## src/rtl/scan_pkg.sv

```systemverilog
// Shared encodings for the scan sequencer: FSM state codes, mode codes and default select width.
package scan_pkg;

    localparam int SEL_W_DEF = 3;

    localparam logic [1:0] S_IDLE  = 2'd0;
    localparam logic [1:0] S_RUN   = 2'd1;
    localparam logic [1:0] S_SWEEP = 2'd2;
    localparam logic [1:0] S_DONE  = 2'd3;

    localparam logic [1:0] M_UP    = 2'b00;
    localparam logic [1:0] M_DN    = 2'b01;
    localparam logic [1:0] M_SWEEP = 2'b10;
    localparam logic [1:0] M_HOLD  = 2'b11;

endpackage

```

## src/rtl/tick_gen.sv

```systemverilog
// Prescaler: counts 0..DIV-1 while enabled and flags the last count as the step tick.
module tick_gen #(
    parameter int DIV = 4
) (
    input  logic clk,
    input  logic rst,
    input  logic en,
    input  logic clr,
    output logic tick
);

    // One bit minimum so DIV=1 still has a legal (constant-zero) counter.
    localparam int              PC_W    = (DIV > 1) ? $clog2(DIV) : 1;
    localparam logic [PC_W-1:0] PC_LAST = PC_W'(DIV - 1);

    logic [PC_W-1:0] pc_q;
    logic [PC_W-1:0] pc_d;

    assign tick = en && (pc_q == PC_LAST);

    always_comb begin
        pc_d = pc_q;
        if (clr || tick) begin
            pc_d = '0;
        end else if (en) begin
            pc_d = pc_q + 1'b1;
        end
    end

    always_ff @(posedge clk or posedge rst) begin
        if (rst) begin
            pc_q <= '0;
        end else begin
            pc_q <= pc_d;
        end
    end

endmodule

```

## src/rtl/scan_seq_3b.sv

```systemverilog
// Registered select sequencer for the 3-to-8 decoder: continuous up/down stepping or a one-shot
// 0..LAST sweep with busy/done handshake, all stepping paced by the tick_gen prescaler.
module scan_seq_3b
    import scan_pkg::*;
#(
    parameter int DIV   = 4,
    parameter int SEL_W = SEL_W_DEF
) (
    input  logic             clk,
    input  logic             rst,
    input  logic             en,
    input  logic [1:0]       mode,
    input  logic             start,
    input  logic             load,
    input  logic [SEL_W-1:0] load_val,
    output logic [SEL_W-1:0] sel,
    output logic             sel_valid,
    output logic             wrap,
    output logic             busy,
    output logic             done
);

    localparam logic [SEL_W-1:0] SEL_LAST = '1;

    logic [1:0]       state_q, state_d;
    logic [SEL_W-1:0] sel_q, sel_d;
    logic             sel_valid_q, sel_valid_d;
    logic             wrap_q, wrap_d;
    logic             busy_q, busy_d;
    logic             done_q, done_d;
    logic             clr;
    logic             tick;

    function automatic logic [SEL_W-1:0] step_sel(input logic [SEL_W-1:0] cur, input logic down);
        return down ? cur - 1'b1 : cur + 1'b1;
    endfunction

    tick_gen #(.DIV(DIV)) u_tick_gen (
        .clk  (clk),
        .rst  (rst),
        .en   (en),
        .clr  (clr),
        .tick (tick)
    );

    always_comb begin
        state_d = state_q;
        sel_d   = sel_q;
        wrap_d  = 1'b0;
        clr     = 1'b0;

        case (state_q)
            S_IDLE: begin
                if (en) begin
                    if (load) begin
                        sel_d = load_val;
                        clr   = 1'b1;
                    end
                    if (mode == M_UP || mode == M_DN) begin
                        state_d = S_RUN;
                        clr     = 1'b1;
                    end else if (mode == M_SWEEP && start) begin
                        state_d = S_SWEEP;
                        sel_d   = '0;
                        clr     = 1'b1;
                    end
                end
            end
            S_RUN: begin
                if (en) begin
                    // A load restarts the step interval and wins over a coincident tick.
                    if (load) begin
                        sel_d = load_val;
                        clr   = 1'b1;
                    end
                    if (mode == M_SWEEP || mode == M_HOLD) begin
                        state_d = S_IDLE;
                    end else if (!load && tick) begin
                        sel_d  = step_sel(sel_q, mode == M_DN);
                        wrap_d = (mode == M_DN) ? (sel_q == '0) : (sel_q == SEL_LAST);
                    end
                end
            end
            S_SWEEP: begin
                if (tick) begin
                    if (sel_q == SEL_LAST) begin
                        state_d = S_DONE;
                    end else begin
                        sel_d = sel_q + 1'b1;
                    end
                end
            end
            default: begin
                sel_d   = '0;
                state_d = S_IDLE;
            end
        endcase

        // Status flags follow the next state so they line up with the registered sel.
        sel_valid_d = (state_d == S_RUN) || (state_d == S_SWEEP);
        busy_d      = (state_d == S_SWEEP);
        done_d      = (state_d == S_DONE);
    end

    always_ff @(posedge clk or posedge rst) begin
        if (rst) begin
            state_q     <= S_IDLE;
            sel_q       <= '0;
            sel_valid_q <= 1'b0;
            wrap_q      <= 1'b0;
            busy_q      <= 1'b0;
            done_q      <= 1'b0;
        end else begin
            state_q     <= state_d;
            sel_q       <= sel_d;
            sel_valid_q <= sel_valid_d;
            wrap_q      <= wrap_d;
            busy_q      <= busy_d;
            done_q      <= done_d;
        end
    end

    assign sel       = sel_q;
    assign sel_valid = sel_valid_q;
    assign wrap      = wrap_q;
    assign busy      = busy_q;
    assign done      = done_q;

endmodule

```

## config.mk

```make
export PLATFORM = sky130hd
export DESIGN_NAME = scan_seq_3b
export DESIGN_NICKNAME = d
export VERILOG_FILES = /design/src/rtl/scan_pkg.sv /design/src/rtl/tick_gen.sv /design/src/rtl/scan_seq_3b.sv
export SDC_FILE = /design/constraint.sdc
export NUM_CORES = 1
export LEC_CHECK = 0
export BUFFER_PORTS_ARGS = -buffer_cell sky130_fd_sc_hd__clkbuf_2
export CAP_MARGIN = 0
export CELL_PAD_IN_SITES_DETAIL_PLACEMENT = 1
export CELL_PAD_IN_SITES_GLOBAL_PLACEMENT = 1
export CORE_MARGIN = 2
export CORE_UTILIZATION = 39
export CTS_CLUSTER_SIZE = 10
export DETAILED_ROUTE_END_ITERATION = 6
export GPL_TIMING_DRIVEN = 0
export PLACE_DENSITY = 0.84
export SLEW_MARGIN = 20
export SYNTH_ARGS = -nofsm -noshare
export SYNTH_HDL_FRONTEND = slang
export SYNTH_HIERARCHICAL = 1
export SYNTH_SLANG_ARGS = --single-unit
```

## constraint.sdc

```tcl
create_clock -name clk -period 1.95 [get_ports clk]
set_input_delay 0.0975 -clock clk [delete_from_list [all_inputs] [get_ports clk]]
set_output_delay 0.0975 -clock clk [all_outputs]
set_load 0.01 [all_outputs]
```

# Word level (Yosys, flattened, before mapping)

Cells that the tools add are included.

Register bits: 11
Input port bits: 10
Output and inout bits: 7
Logic and storage cells: 69

Add/subtract/negate cells: 3
Equal/unequal tests: 14
Muxes and demuxes: 32
Reduce and logical (&&, ||, !) cells: 13

Operator list:

| cell                | count |
|---|---|
| $mux 3              | 10 |
| $mux 2              | 9 |
| $eq 2x2->1 const B  | 6 |
| $mux 1              | 10 |
| $pmux 3 s3          | 1 |
| $ne 2x2->1 const B  | 4 |
| $eq 2x1->1 const B  | 3 |
| $pmux 2 s3          | 1 |
| $logic_not 2->1     | 2 |
| $logic_or 1x1->1    | 4 |
| $reduce_and 4->1    | 1 |
| $add 3x1->3 const B | 1 |
| $eq 3x3->1 const B  | 1 |
| $logic_and 1x1->1   | 3 |
| $logic_not 3->1     | 1 |
| $sub 3x1->3 const B | 1 |
| $add 2x1->2 const B | 1 |
| $pmux 1 s2          | 1 |
| $reduce_bool 2->1   | 1 |
| $logic_not 1->1     | 1 |

# Logic depth before layout (Yosys ltp)

Gate-level depths: netlist (run 1).

Depth in word-level cells: 8
Mapped depth: 6

# Hierarchy

Netlist (run 1), hierarchy kept.

By module, submodules not included:

| module      | instances | cells an instance | area each (µm²) | seq. area each (µm²) |
|---|---|---|---|---|
| scan_seq_3b | 1         | 64                | 633.1           | 225.2 |
| tick_gen    | 1         | 11                | 115.1           | 50.0 |

# Worst setup path after synthesis (run 1)

Ideal clock, no wire load.

Path type: register to register
From: register sel_q[0], in the netlist sel[0]
To: register sel_q[0], in the netlist sel[0]
Library setup time: 141 ps
Data arrival time: 1,459 ps
Required time: 1,809 ps
Path slack: 351 ps
Cell stages (with the launch flop): 7
Clock period less this slack: 1,599 ps
Path through: dfrtp_1 -> ha_1 -> ha_1 -> nor2b_1 -> o22ai_1 -> a22oi_1 -> o311ai_2

Cells in the longest elaborated chain, start to end: 6
Elaborated cells between the ends (all ways): 16
Classes of those cells: 2 x add/sub; 2 x eq/ne; 11 x mux; 1 x reduce/logical

RTL lines:

| item                                              | RTL line                             | RTL |
|---|---|---|
| start, declared                                   | scan_seq_3b.sv:26                    | `logic [SEL_W-1:0] sel_q, sel_d;` |
| start signal, assigned                            | scan_seq_3b.sv:115                   | `sel_q <= sel_d;` |
| $add 3x1->3 / $sub 3x1->3 (equally long branches) | scan_seq_3b.sv:35, scan_seq_3b.sv:89 |  |
| $mux 3                                            | scan_seq_3b.sv:35                    | `return down ? cur - 1'b1 : cur + 1'b1;` |
| $mux 3                                            | scan_seq_3b.sv:78                    | `end else if (!load && tick) begin` |
| $mux 3                                            | scan_seq_3b.sv:76                    | `if (mode == M_SWEEP \|\| mode == M_HOLD) begin` |
| $mux 3                                            | scan_seq_3b.sv:70                    | `if (en) begin` |
| $pmux 3 s3                                        | scan_seq_3b.sv:52                    | `case (state_q)` |

Parallel ways exist; a longest one is shown, timed or not. The select of a mux whose other input is x is not followed.
A chain may end at the register's enable or synchronous reset.

# Final worst setup path (run 1)

Ends and elaborated chain as after synthesis.

==> out/summary.md, run 1 <==
For this design the total switching power over the nets is 0.236 mW. The global-route usage over all layers came out at 0.183. The number of global-route vias before repair is 602, and the fraction of final layout cells with drive strength greater than 1 is 0.292.

The commonest cells after synthesis are sky130_fd_sc_hd__dfrtp_1, sky130_fd_sc_hd__inv_1, sky130_fd_sc_hd__ha_1. The residual overflow from global routing was 0; the flop and latch count out of synthesis was 11. The run gives 0.443 mW as the cell internal power dissipation. The top cell type's share of synthesized area is 0.368, and the async set-reset flop share out of synthesis is 1.00. For this run, the leading register cell type out of synthesis is sky130_fd_sc_hd__dfrtp_1. The sum of negative setup slack was 0 ps; the final antenna-violating net count was 0.

For the share of total power in sequential cells, the log shows 0.441. In this run the power density over the cells is 748 mW/mm2. Clock-pin slew was measured on the worst setup and hold paths at 60 ps.

The post-DP HPWL was 1360 um; the design area was 907 um2. The max-slew violation count was 0; the chip width was 47.8 um. The maximum level of the CTS H-tree is 1, and the post-detailed-placement cell area is 860 um2. For the effective utilization at floorplan, the log shows 0.424.

Entering global routing, the biggest net connects 13 pins. For the final weighted congestion in routability-driven placement, the log shows 0.858. The core region is 0.00176 mm2. For the number of sinks driven by the clock tree, the log shows 11.

sky130_fd_sc_hd__dfrtp_1 takes more of the synthesized area than any other cell. The tree is rooted in a sky130_fd_sc_hd__clkbuf_4. For the count of distinct cell types in the synthesized netlist, the log shows 33. The switching power as a share of total power works out to 0.347. The area growth from synthesis to layout is 21.2%.

The total count of hold-check failures in the final report is 0, and the combinational fraction of design power is 0.334. The library cell appearing most often on the critical path was sky130_fd_sc_hd__ha_1. The run gives 0 as the number of remaining DRC errors.

STA classifies the critical path endpoint as a flip-flop. Dividing the synthesized area by the synthesized cell count gives 9.98 um2. Share of synthesized area occupied by flip-flops and latches: 0.368. Setup repair after global routing left no endpoint under its margin. The biggest fanout along the worst timing path was 5; the total nets after synthesis was 92.

The multi-input combinational cells in the finished layout cover a total of 450 um2. Before antenna repair, the detailed router went through 4 iterations. The repair_antennas step left the layout with diodes totalling 0. The tools report the flop-to-flop setup slack as 180 ps. The routed design has 1680 um of wire.

At the pin with the least slew margin, the transition time is 420 ps. The class of the most critical setup path was flip-flop to flip-flop. Average vias per placed instance: 5.26. In this run the worst setup path begins at sel[0].

The startpoint identified for the worst register-to-register timing path is sel[0]. First-pass GRT wire length: 2730 um. Pin placement for this block handled 17 I/O pins. The path length in cells of the critical path was 6; the number of synthesis warnings was 6. The tools report the reg-to-reg endpoint as sel[0].

At the later pin of the worst-skew pair, clock insertion delay measures 270 ps. The cell family with the largest share of critical-path delay is compound AO/OA/AOI/OAI gates. In the final routed layout, each cell accounts on average for 13.9 um. Setup violations remaining at the end of the flow were counted as 0. Buffers added to address setup during post-CTS repair amount to 0. TritonCTS built the clock tree. After synthesis, the cell types taking the most area are sky130_fd_sc_hd__dfrtp_1, sky130_fd_sc_hd__ha_1, sky130_fd_sc_hd__inv_1. At the worst endpoint, the required time is 2080 ps. The die boundary height was 47.8 um; the number of fill cells was 229. The tools report the maximum clock rate as 564 MHz. In this run the deepest clock path goes through 2 buffers.

The largest single stage delay on the critical path is 450 ps. The tools report the initial antenna violation count as 0. In this run the cell area of the synthesized design comes to 748 um2. Among all stages on the critical path, the largest delay is contributed by sky130_fd_sc_hd__dfrtp_1.

For this block, the via count after detailed routing is 636. The combined buffer and inverter count along the critical path works out to 0. For the worst setup path, the data arrival time is 1900 ps. The footprint of the flip-flops and latches is 275 um2, and the final critical path time including I/O delays and setup is 1770 ps.

The tools report the site row count as 15. The final critical-path share of the clock period is 0.910. The worst-case IR drop observed on VDD is 0.563 mV. Library cell with the highest instance count after synthesis: sky130_fd_sc_hd__dfrtp_1. The run gives 0.226 as the proportion of power drawn by the clock network. The layout net count was 114. The count of buffers inserted at the top-level ports was 16. The most critical setup path has its endpoint at sel[0]. The flow ran to the end, and the final reports show no timing, DRC or antenna violations. Traced cell by cell, the critical path runs through ha_1 -> ha_1 -> nor2b_1 -> o22ai_1 -> a22oi_1 -> o311ai_2. The length in cells of the worst reg-to-reg path is 6.

STA classifies the critical path startpoint as a flip-flop. The worst hold path belongs to the class input pin to flip-flop. The logs give 0 for the total of max-cap violations and 3 for the CTS buffer count.

In the synthesized netlist, the number of instances is 75. For the worst slew slack as a fraction of its limit, the log shows 0.720. For this design the static power due to leakage is 0.443 nW. After the first detailed-routing iteration, the DRC count stood at 5. The number of synthesized flops with an enable pin was 0; the clock tree skew after final layout was 1.81 ps. The floorplan step defined a die boundary enclosing 0.00228 mm2.
## what timing repair did
action,4_1_cts,5_1_grt
resized for setup,0,1
endpoints found under the setup margin,0,1
endpoints found under the hold margin,11,0
hold buffers,1,0
## sequential cells by signal (all words and copies together) (netlist names)
signal / flops
u_tick_gen/pc_q: 2
wrap: 1
busy: 1
done: 1
sel: 3
state_q: 2
sel_valid: 1
## stage by stage
stage                     cells  power, mW  hold slack [ps]  worst slack, ps   util
after detailed placement    116      0.527            -36.4              137  0.487
after floorplan              75      0.447             -161              351      -
after global routing        121      0.735              160             53.3  0.514
after CTS                   121      0.687              148              107  0.508
final                       121      0.679              148              176  0.514
after global placement      116      0.515            -55.2              231  0.487
## how the worst min path moves through the flow
stage	startpoint	endpoint	slack, ps	cells past startpoint
floorplan	rst	u_tick_gen/pc_q[0]	-160	1
global placement	rst	u_tick_gen/pc_q[0]	-60	2
detailed placement	rst	u_tick_gen/pc_q[1]	-40	2
CTS	load_val[0]	sel[0]	150	3
global route	load_val[0]	sel[0]	160	3
finish	load_val[0]	sel[0]	150	3
## layout make-up
| class | count | area share |
|---|---|---|
| multi-input combinational | 55 | 0.497 |
| inverter | 9 | 0.0372 |
| tap | 25 | 0.0345 |
| sequential | 11 | 0.303 |
| timing repair buffer | 17 | 0.0993 |
| clock buffer | 4 | 0.0290 |
## cells by family (layout without fill, tap and decap cells)
kind of cell / Yosys count / in the layout / synth area share
muxes: 1 / 1 / 0.0150
xor gates and xnor gates: 2 / 2 / 0.0234
AOI/OAI and AO/OA: 21 / 21 / 0.219
adders and majority gates: 7 / 7 / 0.117
and+or+nand+nor: 24 / 24 / 0.212
buffers and inverters: 9 / 30 / 0.0451
DFF: 11 / 11 / 0.368
## routing by layer
layer	share of wire	vias up	wire (um)	GRT usage
met1	0.45	309	752	0.229
met3	0.039	5	65	0.0792
met4	0.017	0	29	0.0649
met5	0	-	0	0
met2	0.50	12	833	0.283
li1	-	310	-	-
## cells in the final DEF (no fill, tap or decap), types with 2 or more instances in the layout
cell type,n
sky130_fd_sc_hd__nand3b_1,2
sky130_fd_sc_hd__o21ai_0,4
sky130_fd_sc_hd__inv_1,9
sky130_fd_sc_hd__clkbuf_2,16
sky130_fd_sc_hd__a31oi_1,2
sky130_fd_sc_hd__dfrtp_1,11
sky130_fd_sc_hd__nor2b_1,2
sky130_fd_sc_hd__nand2_1,4
sky130_fd_sc_hd__nand2b_1,4
sky130_fd_sc_hd__clkbuf_4,3
sky130_fd_sc_hd__a21oi_1,4
sky130_fd_sc_hd__ha_1,7
sky130_fd_sc_hd__nor2_1,4
## tightest hold or removal path, stage by stage
cell	delay, ps
sky130_fd_sc_hd__clkbuf_2	70
sky130_fd_sc_hd__nand4_1	90
sky130_fd_sc_hd__o311ai_2	110
## power groups by stage
| stage | sequential, mW | clock (mW) | combinational [mW] |
|---|---|---|---|
| 3_5_place_dp | 0.302 | 0 | 0.225 |
| 5_1_grt | 0.304 | 0.175 | 0.256 |
| 2_1_floorplan | 0.301 | 0 | 0.146 |
| 6_report | 0.299 | 0.153 | 0.226 |
| 4_1_cts | 0.299 | 0.161 | 0.227 |
| 3_3_place_gp | 0.300 | 0 | 0.214 |
Power figures use the tool's default switching activity.
==> run 2: changes to the inputs <==
--- a/config.mk
+++ b/config.mk
@@ -7,15 +7,13 @@
 export LEC_CHECK = 0
 export BUFFER_PORTS_ARGS = -buffer_cell sky130_fd_sc_hd__clkbuf_2
 export CAP_MARGIN = 0
-export CELL_PAD_IN_SITES_DETAIL_PLACEMENT = 1
-export CELL_PAD_IN_SITES_GLOBAL_PLACEMENT = 1
 export CORE_MARGIN = 2
-export CORE_UTILIZATION = 39
+export CORE_UTILIZATION = 51
+export CTS_CLUSTER_DIAMETER = 100
 export CTS_CLUSTER_SIZE = 10
 export DETAILED_ROUTE_END_ITERATION = 6
 export GPL_TIMING_DRIVEN = 0
 export PLACE_DENSITY = 0.84
-export SLEW_MARGIN = 20
 export SYNTH_ARGS = -nofsm -noshare
 export SYNTH_HDL_FRONTEND = slang
 export SYNTH_HIERARCHICAL = 1
==> run 2 against run 1 <==
Compared with the run above:
- sequential power is essentially flat
- final area is 2.1% lower
- combinational power barely moved
- routed wire length is 11% lower
- critical path type unchanged
- clock skew is essentially flat
- sequential share of layout area is 0.64 points higher
- sequential cell count did not move
- clock-buffer cell count unchanged
- maximum frequency down 0.95%
==> out/summary.md, run 2 (synthesis gave the netlist of run 1 again) <==
The switching power as a share of total power was 0.347 (about the same); the fraction of met2 tracks used by global routing was 0.363 (+0.0804). Total power of the final layout: 0.681 mW (+0.32%). The run gives 3 (unchanged) as the CTS buffer count. The tools report the clock root buffer master as sky130_fd_sc_hd__clkbuf_4.

The clock input transition at the sequential cells of the worst setup and hold paths is 70 ps (about the same). The met3 usage was 0.0776 (-0.00166). The power density of the placed cells was 767 mW/mm2 (+2.4%); the met1 routing resource usage after global routing was 0.245 (+0.0161).

The setup path with the least slack is of type flip-flop to flip-flop. The pin count of the biggest net entering global routing is 13 (unchanged). The transition time of the tightest slew-check pin works out to 486 ps (+66.2 ps). The violation count after the first detailed-route iteration was 7 (+2); the final count of negative-setup-slack endpoints was 0 (unchanged). The area growth from synthesis to final layout was 18.7%; the endpoint arrival time on the critical path was 1950 ps (+50 ps). The chip width was 42.3 um (-12%); the final antenna-violating net count was 0 (unchanged). The layer with the highest usage is met2. The highest cell delay on the worst timing path is 430 ps (-20 ps), and the final critical path time including I/O delays and setup is 1790 ps (+17.0 ps).

The max-slew violation count is 0 (unchanged), and the sum of negative setup slack is 0 ps (unchanged). The flip-flop count of the largest register after layout is 3 (unchanged). The fraction of final layout cells with drive strength greater than 1 was 0.302 (+0.0104); the count of non-filler cells in the finished layout was 111 (-8.3%).

The tools report the capturing element type of the critical path as a flip-flop. The post-route core utilization came out at 0.666 (+0.152). The signal on the critical path passes through ha_1 -> and2_1 -> nor4bb_4 -> a311oi_2 -> nand4_1 -> o311ai_2. The logs give 1 (unchanged) for the maximum level of the CTS H-tree and 0.437 nW (-1.2%) for the leakage dissipation. The combinational fraction of design power was 0.336 (+0.002). The footprint of the flip-flops and latches is 275 um2 (unchanged). The min-delay analysis places its worst path in the category input pin to flip-flop. Total placed cells including tap cells: 106 (-8.6%). The worst-case vdd ir drop is 0.583 mV (+3.5%). The wire length per cell after detailed routing was 13.5 um (-3.0%); the first-pass GRT wire length was 2810 um (+2.8%).

The maximum number of buffers from clock root to sink came out at 2 (unchanged). In the layout the commonest cells are sky130_fd_sc_hd__clkbuf_2, sky130_fd_sc_hd__dfrtp_1, sky130_fd_sc_hd__inv_1. Leading cell type in the layout, fill and taps excluded: sky130_fd_sc_hd__clkbuf_2. The proportion of power drawn by the clock network was 0.226 (about the same); the multi-input combinational cell area was 444 um2 (-1.4%). TritonCTS built the clock tree.

The final worst setup slack is 159 ps (-17.0 ps), and the tightest hold margin is 159 ps (+11.0 ps). The switching component of the power came out at 0.236 mW (+0.40%). The tools report the overall routed net length as 1500 um (-11%). For the count of TritonRoute iterations in the first routing pass, the log shows 4 (unchanged). On the critical path, the stage with the largest delay is an instance of sky130_fd_sc_hd__a311oi_2.

The logs give 558 MHz (-0.95%) for the maximum clock rate and 116 (-49%) for the number of fill cells. The average vias per placed instance came out at 5.52 (+5.1%). The residual overflow from global routing is 0 (unchanged), and the site row count is 13 (-2). The die boundary height was 42.3 um (-12%). The worst slew slack as a fraction of its limit came out at 0.676 (-0.0441). The tools report the initial antenna violation count as 0 (unchanged).

STA classifies the critical path startpoint as a flip-flop. Setup repair after global routing left no endpoint under its margin. The number of remaining DRC errors came out at 0 (unchanged). The run finished with clean final reports. The count of buffers inserted at the top-level ports is 16 (unchanged). The core footprint is 0.00133 mm2 (-24%), and the share of total power in sequential cells is 0.437 (-0.004). The number of vias after detailed routing was 613 (-3.6%); the data required time at the worst endpoint was 2110 ps (+30 ps). The effective utilization at floorplan is 0.561 (+0.137). The run gives 1.96 ps (+0.145 ps) as the clock tree skew after final layout. Cell internal power dissipation: 0.445 mW (+0.28%). The final critical-path share of the clock period was 0.918 (+0.00873); the full die area was 0.00179 mm2 (-22%). The logs give 270 ps (about the same) for the later-pin clock latency in the skew report and 114 (unchanged) for the layout net count.

The total count of hold-check failures in the final report is 0 (unchanged). The global-route usage over all layers is 0.211 (+0.0278). The I/O pin total was 17 (unchanged); the post-DP HPWL was 1170 um (-14%). The tools report the post-detailed-placement cell area as 847 um2 (-1.5%). The number of sinks driven by the clock tree was 11 (unchanged); the design area was 888 um2 (-2.1%). The biggest fanout along the worst timing path came out at 4 (-1). The number of global-route vias before repair is 645 (+7.1%), and the number of diodes added for antenna fixing is 0 (unchanged). The run gives 174 ps (+36.5 ps) as the worst setup timing slack at the placement stage.

The logs give 0.849 (-1.0%) for the final weighted congestion in routability-driven placement and 0 (unchanged) for the total of max-cap violations.
[run 2: cell counts in the layout (fill, tap and decap cells not counted)]
No cell type changed its count.
[run 2: what timing repair did]
item	4_1_cts	5_1_grt
hold buffers	1	0
endpoints found under the setup margin	0	1
resized for setup	0	1
buffers inserted	0	0
hold endpoints to repair	11	0
[run 2: path summary, 6_finish.rpt]
kind / from / end / slack [ps] / depth (start not counted)
hold reg to reg: u_tick_gen/pc_q[1] / u_tick_gen/pc_q[1] / 580 / 2
hold / removal: load_val[0] / sel[0] / 160 / 3
setup reg to reg: u_tick_gen/pc_q[0] / sel[0] / 160 / 6
min in group asynchronous: rst / u_tick_gen/pc_q[1] / 210 / 3
max in group asynchronous: rst / sel[0] / 1380 / 3
setup / recovery: u_tick_gen/pc_q[0] / sel[0] / 160 / 6
[run 2: layer usage]
metal / vias to the layer above / part of all wire
met5: - / 0
met4: 0 / 0
met3: 0 / 0.041
met2: 13 / 0.52
met1: 288 / 0.44
li1: 312 / -
[run 2: area by class of cell]
| cell class | instances | area share |
|---|---|---|
| well taps | 15 | 0.0211 |
| inverters | 9 | 0.0380 |
| multi-input cells | 55 | 0.500 |
| flip-flops and latches | 11 | 0.310 |
| clock buffers | 4 | 0.0296 |
| repair buffers | 17 | 0.101 |
[run 2: critical path, delay by kind of cell, from the launching register on]
kind / cells / cell delay [ps]
AO/OA/AOI/OAI: 2 / 550
adder cells (fa/ha/maj): 1 / 220
flip-flops: 1 / 400
AND/OR/NAND/NOR: 3 / 510
[run 2: power by group through the flow]
| stage | sequential (mW) | clock, mW | combinational (mW) |
|---|---|---|---|
| 2_1_floorplan | 0.301 | 0 | 0.146 |
| 3_3_place_gp | 0.299 | 0 | 0.212 |
| 3_5_place_dp | 0.302 | 0 | 0.224 |
| 4_1_cts | 0.297 | 0.159 | 0.228 |
| 5_1_grt | 0.303 | 0.174 | 0.258 |
| 6_report | 0.298 | 0.154 | 0.229 |
==> run 3: changes to the inputs <==
--- a/config.mk
+++ b/config.mk
@@ -14,6 +14,7 @@
 export DETAILED_ROUTE_END_ITERATION = 6
 export GPL_TIMING_DRIVEN = 0
 export PLACE_DENSITY = 0.84
+export SETUP_SLACK_MARGIN = 0.2
 export SYNTH_ARGS = -nofsm -noshare
 export SYNTH_HDL_FRONTEND = slang
 export SYNTH_HIERARCHICAL = 1
==> run 3 against run 2 <==
Compared with the run above:
- sequential cell count unchanged
- combinational power up 3%
- final area up 2.7%
- critical path depth unchanged
- first-iteration DRC count down 14%
==> out/summary.md, run 3 (synthesis gave the netlist of run 1 again) <==
The top cell types in the final layout, fill and taps aside, are sky130_fd_sc_hd__clkbuf_2, sky130_fd_sc_hd__dfrtp_1, sky130_fd_sc_hd__inv_1. The worst setup path is captured at a flip-flop. The fraction of final layout cells with drive strength greater than 1 works out to 0.344 (+0.0417). The site row count is 13 (unchanged). Number of fill cells: 111 (-4.3%). Setup repair after global routing could not meet its margin everywhere. The worst setup path is of the flip-flop to flip-flop kind. The later-pin clock latency in the skew report is 270 ps (about the same), and the maximum number of buffers from clock root to sink is 2 (unchanged). The data required time at the worst endpoint was 2100 ps (about the same); the worst slew slack as a fraction of its limit was 0.773 (+0.0975). The leakage dissipation came out at 0.446 nW (+1.9%). The tools report the core footprint as 0.00133 mm2 (unchanged). The number of vias after detailed routing is 619 (+0.98%), and the overall routed net length is 1630 um (+9.1%).

For the total count of hold-check failures in the final report, the log shows 0 (unchanged). The full die area was 0.00179 mm2 (unchanged); the residual overflow from global routing was 0 (unchanged). The transition time of the tightest slew-check pin was 340 ps (-146 ps). For the violation count after the first detailed-route iteration, the log shows 6 (-1). The count of buffers inserted at the top-level ports was 16 (unchanged). The pin count of the biggest net entering global routing was 13 (unchanged); the count of TritonRoute iterations in the first routing pass was 4 (unchanged). The logs give 0 ps (unchanged) for the sum of negative setup slack and 0.561 (unchanged) for the effective utilization at floorplan. The highest cell delay on the worst timing path is 450 ps (+20 ps). The maximum clock rate was 576 MHz (+3.2%); the CTS buffer count was 3 (unchanged). The number of remaining DRC errors came out at 0 (unchanged).

The run finished with clean final reports. For the count of non-filler cells in the finished layout, the log shows 111 (unchanged). The initial antenna violation count is 0 (unchanged), and the total of max-cap violations is 0 (unchanged). Power density of the placed cells: 759 mW/mm2 (-1.0%). For the number of setup buffers added after CTS, the log shows 0 (unchanged). The final critical-path share of the clock period works out to 0.890 (-0.0282).

The global-route usage over all layers came out at 0.211 (unchanged). For the total placed cells including tap cells, the log shows 106 (unchanged). The cell family with the largest share of critical-path delay was compound AO/OA/AOI/OAI gates. The slowest stage of the critical path is the sky130_fd_sc_hd__dfrtp_2 cell. The first-pass GRT wire length is 2820 um (+0.50%), and the max-slew violation count is 0 (unchanged). The final count of negative-setup-slack endpoints is 0 (unchanged), and the combined buffer and inverter count along the critical path is 0 (unchanged). Met3 usage: 0.0776 (unchanged).

TritonCTS built the clock tree. The fraction of met2 tracks used by global routing is 0.360 (-0.00308). The layout net count is 114 (unchanged).

The path type of the worst min-delay path was input pin to flip-flop. The endpoint arrival time on the critical path is 1880 ps (-70 ps), and the wire length per cell after detailed routing is 14.7 um (+9.1%). The number of diodes added for antenna fixing came out at 0 (unchanged). The tools report the worst-case vdd ir drop as 0.587 mV (+0.79%).

The chip width works out to 42.3 um (unchanged). The final critical path time including I/O delays and setup came out at 1740 ps (-55.0 ps). The tree is rooted in a sky130_fd_sc_hd__clkbuf_4. The average vias per placed instance is 5.58 (+0.98%), and the number of global-route vias before repair is 642 (-0.47%).

The layer flagged by global routing as most heavily used is met2. The clock tree skew after final layout was 0.988 ps (-0.969 ps). The area growth from synthesis to final layout was 21.9%. The startpoint class of the critical path was a flip-flop.

Leaving out fill and tap cells, the most frequent cell in the layout is sky130_fd_sc_hd__clkbuf_2. The number of sinks driven by the clock tree came out at 11 (unchanged). The I/O pin total is 17 (unchanged). The tools report the final antenna-violating net count as 0 (unchanged).

The final weighted congestion in routability-driven placement was 0.849 (unchanged). The maximum level of the CTS H-tree is 1 (unchanged). The die boundary height works out to 42.3 um (unchanged). The flip-flop count of the largest register after layout is 3 (unchanged). Biggest fanout along the worst timing path: 5 (+1). For the post-DP HPWL, the log shows 1170 um (unchanged). Traced cell by cell, the critical path runs through ha_1 -> ha_1 -> nor2b_2 -> o22ai_2 -> a221oi_1 -> a21oi_1.

Clock input transition at the sequential cells of the worst setup and hold paths: 70 ps (about the same). For the met1 routing resource usage after global routing, the log shows 0.245 (unchanged). The library cell appearing most often on the critical path is sky130_fd_sc_hd__ha_1.
-- run 3: worst reg2reg max path, cell delays in order (launching register included) --
cell and delay, ps:
sky130_fd_sc_hd__dfrtp_2 450, sky130_fd_sc_hd__ha_1 220, sky130_fd_sc_hd__ha_1 240, sky130_fd_sc_hd__nor2b_2 170
sky130_fd_sc_hd__o22ai_2 130, sky130_fd_sc_hd__a221oi_1 270, sky130_fd_sc_hd__a21oi_1 120
-- run 3: final timing paths --
path                                          from                 end  cells past startpoint  slack [ps]
worst max register to register              sel[0]              sel[1]                      6         210
max in group asynchronous                      rst              sel[0]                      3        1380
min in group asynchronous                      rst  u_tick_gen/pc_q[1]                      3         210
worst min register to register  u_tick_gen/pc_q[1]  u_tick_gen/pc_q[1]                      2         580
worst max-delay path                        sel[0]              sel[1]                      6         210
worst min-delay path                   load_val[0]              sel[0]                      3         170
-- run 3: final cells by class --
cell class | instances | area (um2) | share of cell area
Tap cell | 15 | 18.8 | 0.0206
Sequential cell | 11 | 277 | 0.303
Inverter | 9 | 33.8 | 0.0370
Timing Repair Buffer | 17 | 90.1 | 0.0988
Multi-Input combinational cell | 55 | 467 | 0.512
Clock buffer | 4 | 26.3 | 0.0288
-- run 3: what timing repair did --
item | 4_1_cts | 5_1_grt
gates resized for setup | 2 | 4
hold buffers | 1 | 0
pin swaps | 2 | 2
endpoints found under the hold margin | 11 | 0
setup endpoints to repair | 1 | 3
-- run 3: metal layers --
layer	share of wire	routed length [um]
met2	0.53	872
met3	0.037	60
met5	0	0
met1	0.42	689
met4	0.0049	8
-- run 3: report_power, final --
group | leakage [nW] | switching [mW] | internal (mW) | total [mW]
clock network | 0.0150 | 0.0767 | 0.0792 | 0.156
registers | 0.138 | 0.0391 | 0.260 | 0.299
logic | 0.292 | 0.127 | 0.110 | 0.237
-- run 3: metrics by stage --
stage | power [mW] | utilization | setup slack, ps | cell area [um2] | hold WS, ps
2_1_floorplan | 0.447 | - | 351 | 748 | -161
3_3_place_gp | 0.511 | 0.635 | 255 | 847 | -59.7
3_5_place_dp | 0.526 | 0.635 | 174 | 847 | -53.4
4_1_cts | 0.690 | 0.671 | 221 | 895 | 157
5_1_grt | 0.743 | 0.684 | 127 | 912 | 161
6_report | 0.692 | 0.684 | 214 | 912 | 172
